`config.mk`:
```
export PLATFORM = sky130hd
export DESIGN_NAME = uart_tx_fifo
export DESIGN_NICKNAME = d
export VERILOG_FILES = /design/src/rtl/uart_tx_fifo.sv
export SDC_FILE = /design/constraint.sdc
export NUM_CORES = 1
export LEC_CHECK = 0
export ABC_AREA = 1
export BUFFER_PORTS_ARGS = -buffer_cell sky130_fd_sc_hd__buf_4
export CAP_MARGIN = 20
export CORE_ASPECT_RATIO = 1.2
export CORE_MARGIN = 10
export CORE_UTILIZATION = 47
export CTS_BUF_LIST = sky130_fd_sc_hd__clkbuf_4
export CTS_CLUSTER_DIAMETER = 120
export DETAILED_ROUTE_END_ITERATION = 8
export PLACE_DENSITY_LB_ADDON = 0.25
export SLEW_MARGIN = 25
export SYNTH_ARGS = -nofsm -noshare
export SYNTH_HDL_FRONTEND = slang
export SYNTH_SLANG_ARGS = --single-unit
```
`constraint.sdc`:
```
create_clock -name clk -period 2.6 [get_ports clk]
set_clock_uncertainty 0.2 [all_clocks]
set_input_delay 0.78 -clock clk [delete_from_list [all_inputs] [get_ports clk]]
set_output_delay 0.78 -clock clk [all_outputs]
set_load 0.05 [all_outputs]
```
`src/rtl/uart_tx_fifo.sv`:
```
// uart_tx_fifo: 8N1 UART transmitter fed by a byte FIFO, paced by an OVERSAMPLE x baud tick
module uart_tx_fifo #(
  parameter int DEPTH = 8,
  parameter int OVERSAMPLE = 16
) (
  input  logic                    clk,
  input  logic                    Rst,
  input  logic                    baud_tick,
  input  logic                    wr_en,
  input  logic [7:0]              wr_data,
  output logic                    full,
  output logic                    empty,
  output logic [$clog2(DEPTH):0]  count,
  output logic                    overflow,
  output logic                    busy,
  output logic                    tx
);
  localparam int AW = $clog2(DEPTH);
  localparam int TW = OVERSAMPLE > 1 ? $clog2(OVERSAMPLE) : 1;
  typedef enum logic [1:0] {IDLE, START, DATA, STOP} state_t;
  state_t state, state_n;
  logic [7:0] mem [DEPTH];
  logic [AW-1:0] wptr, rptr;
  logic [7:0] sh, sh_n;
  logic [TW-1:0] tcnt, tcnt_n;
  logic [2:0] bidx, bidx_n;
  logic tx_n, push, pop, last;
  assign full = count == (AW+1)'(DEPTH);
  assign empty = count == '0;
  assign busy = state != IDLE;
  assign push = wr_en && !full;
  assign last = tcnt == TW'(OVERSAMPLE - 1);
  always_ff @(posedge clk)
    if (push) mem[wptr] <= wr_data;
  always_ff @(posedge clk or posedge Rst)
    if (Rst) begin
      wptr <= '0;
      rptr <= '0;
      count <= '0;
      overflow <= 1'b0;
    end else begin
      wptr <= wptr + AW'(push);
      rptr <= rptr + AW'(pop);
      count <= count + (AW+1)'(push) - (AW+1)'(pop);
      overflow <= wr_en && full;
    end
  always_ff @(posedge clk or posedge Rst)
    if (Rst) begin
      state <= IDLE;
      sh <= '0;
      tcnt <= '0;
      bidx <= '0;
      tx <= 1'b1;
    end else begin
      state <= state_n;
      sh <= sh_n;
      tcnt <= tcnt_n;
      bidx <= bidx_n;
      tx <= tx_n;
    end
  // Serial state only moves on a tick; pops happen only at frame start
  always_comb begin
    state_n = state;
    sh_n = sh;
    tcnt_n = tcnt;
    bidx_n = bidx;
    tx_n = tx;
    pop = 1'b0;
    if (baud_tick) begin
      tcnt_n = tcnt + 1'b1;
      case (state)
        IDLE: begin
          tx_n = 1'b1;
          tcnt_n = '0;
          if (!empty) begin
            pop = 1'b1;
            sh_n = mem[rptr];
            tx_n = 1'b0;
            state_n = START;
          end
        end
        START: if (last) begin
          tcnt_n = '0;
          bidx_n = '0;
          tx_n = sh[0];
          state_n = DATA;
        end
        DATA: if (last) begin
          tcnt_n = '0;
          if (bidx == 3'd7) begin
            tx_n = 1'b1;
            state_n = STOP;
          end else begin
            sh_n = sh >> 1;
            tx_n = sh[1];
            bidx_n = bidx + 1'b1;
          end
        end
        default: if (last) begin
          tcnt_n = '0;
          if (!empty) begin
            pop = 1'b1;
            sh_n = mem[rptr];
            tx_n = 1'b0;
            state_n = START;
          end else begin
            state_n = IDLE;
          end
        end
      endcase
    end
  end
endmodule
```
==> flow_summary.json <==
{
  "coreArea_um2": 8610,
  "via_count": 2755,
  "synth_xor_area_frac": 0.0105,
  "synth_adder_area_share": 0.0558,
  "netlist.area_leader.share": 0.460,
  "num_antenna_cells": 0,
  "nFillCells": 764,
  "syn-cell-area_um2": 4170,
  "synth_nets": 425,
  "maxSlewHeadroom": 0.675,
  "synth_top_family_by_area": "simple AND/OR/NAND/NOR gates",
  "hp-class": "in2async",
  "root_buffer": "clkbuf_4",
  "antenna_found_initial": 0,
  "max_freq_ghz": 0.403,
  "slew_viol_final": 0,
  "portBuffers": 20,
  "seq_area_frac_synth": 0.635,
  "drive_above_1_share": 0.177,
  "drt-wirelength-per-cell_um": 14.6,
  "final_cell_mix": "112 x nand2_1, 64 x edfxtp_1, 60 x nand3_1, 37 x buf_4, 30 x inv_1",
  "drt_pre_antenna_iters": 4,
  "final_common_cell": "nand2_1",
  "hold_viol": 0,
  "utilization": 0.550,
  "postSynthCellCount": 395,
  "synth-compound-area-share": 0.0279,
  "postCtsSetupBuffers": 0,
  "yosys_warnings": 0,
  "avgViaCountPerCell": 5.00,
  "outcome": "completed",
  "synth_edf_count": 64,
  "wl_um": 8040,
  "cp-start-kind": "flip-flop",
  "clkTransAtPathRegs_ns": 0.15,
  "synth_ff_type": "edfxtp_1",
  "cp-end-kind": "primary output",
  "grt_pass1_wl_um": 13200,
  "fp-row-count": 37,
  "setup_viol": 0,
  "cp.required_ns": 1.62,
  "syn_area_per_cell_um2": 10.6,
  "clk_latency_ns": 0.42,
  "synth.distinct_cells": 31,
  "fp.dieW_um": 106,
  "min_period_ns": 2.48,
  "critPathKind": "reg2out",
  "finalCritPeriodShare": 0.954,
  "p_leak_nw": 2.05,
  "drtIter0Drc": 226,
  "r2r_cells": 12,
  "async_flop_share": 0.312,
  "synthMuxAreaShare": 0,
  "rsz0062_at_grt": "no",
  "drc": 0,
  "routabilityCongestion": 0.774,
  "die_area_um2": 13100,
  "ys_ff_latch": 93,
  "antenna_left": 0,
  "max_slew.worst_pin.slew_ns": 0.487,
  "postCtsHoldBufs": 0,
  "fin_cells": 551,
  "grt_pass1_vias": 2666,
  "finalPower_mw": 5.44,
  "clock-sinks": 93,
  "power.density_nw_per_um2": 1150,
  "cts_max_level": 3,
  "area_delta_synth_final_pct": 13.5,
  "grt_start_max_net_pins": 33,
  "fin_nets": 459,
  "synth_area_leaders": "edfxtp_1 46%, dfrtp_1 17%, nand2_1 10%, nand3_1 7.2%, ha_1 5.1%",
  "cts.repair.resized": 0,
  "tritoncts": "built",
  "r2r_setup_slack_ns": 0.20,
  "synthSimpleGateAreaFrac": 0.219,
  "initial_core_util": 0.485,
  "synth_top_cell_by_area": "edfxtp_1",
  "fp.dieH_um": 123,
  "critPathMaxFanout": 3,
  "ir_worst_vdd_v": 0.000467,
  "hpwl_um": 5360,
  "dp.cells": 535,
  "timing.rr.end": "count[1]",
  "worstPathArrival_ns": 1.50,
  "reg2reg_from": "state[1]",
  "clockBufferDepth": 2,
  "cap_viol_max_count": 0,
  "boundaryPins": 21,
  "track_usage": 0.127,
  "overflow": 0,
  "cts_buffers": 9,
  "whs_ns": 0.204
}
==> per-stage QoR <==
step	area [µm²]	setup TNS [ns]	worst slack (ns)
2_1_floorplan	4180	-0.115	-0.0582
3_3_place_gp	4520	0	0.0275
5_1_grt	4740	0	0.00476
3_5_place_dp	4520	-0.0674	-0.0387
4_1_cts	4710	0	0.0107
6_report	4740	0	0.118
==> synth_stat cells (2+ instances only) <==
master    number
inv_1         31
nand2_2        2
ha_1          17
edfxtp_1      64
a31oi_1        2
clkbuf_1       4
nand3_2        2
xnor2_1        2
o21ai_0        9
nand2_1      112
buf_4          3
a21oi_1        7
nor2_1        21
buf_2          6
nor2_2         6
buf_6          2
dfrtp_1       28
nand3_1       60
or2_1          2
xor2_1         3
nor3_1         2
==> cell type report <==
cell class / instances / area [µm²] / share of cell area
Clock buffer: 10 / 75.1 / 0.0159
Inverter: 33 / 126 / 0.0267
Tap cell: 117 / 146 / 0.0309
Clock inverter: 6 / 119 / 0.0251
Multi-Input combinational cell: 254 / 1330 / 0.280
Timing Repair Buffer: 38 / 289 / 0.0610
Sequential cell: 93 / 2650 / 0.560
==> kinds of logic after synthesis <==
kind of cell    count (synthesis)
simple gates                  210
flops                          93
buf+inv                        48
compound gates                 21
xor+xnor                        5
fa+ha+maj                      18
==> state kept, by name (all words and copies together), names as in the netlist <==
| name | count |
|---|---|
| mem | 64 |
| sh | 8 |
| count | 4 |
| tcnt | 4 |
| bidx | 3 |
| rptr | 3 |
| wptr | 3 |
| state | 2 |
| overflow | 1 |
| tx | 1 |
==> worst max-delay path: stages, from the launching register on <==
cell and delay [ns]:
dfrtp_2 0.43, inv_1 0.10, ha_1 0.19, nand2_1 0.11, inv_2 0.10, buf_6 0.16
==> report_power, final <==
group	leakage [nW]	internal (mW)	total [mW]	switching [mW]
clock	0.103	0.510	0.996	0.486
sequential	0.932	1.96	2.20	0.234
combinational	1.02	0.796	2.25	1.45
==> how the worst max path moves through the flow <==
stage          startpoint  endpoint  slack (ns)
2_1_floorplan    count[2]  count[2]       -0.06
3_3_place_gp    baud_tick  count[2]        0.03
3_5_place_dp    baud_tick  count[1]       -0.04
4_1_cts          count[1]     empty        0.01
5_1_grt          count[2]     empty       0.005
6_report         count[2]     empty        0.12
==> metal layers <==
metal,share of wire,GRT usage
met5,0,0
met4,0.0097,0.0424
met3,0.040,0.0255
met2,0.51,0.213
met1,0.44,0.160
(Power assumes the default switching activity.)
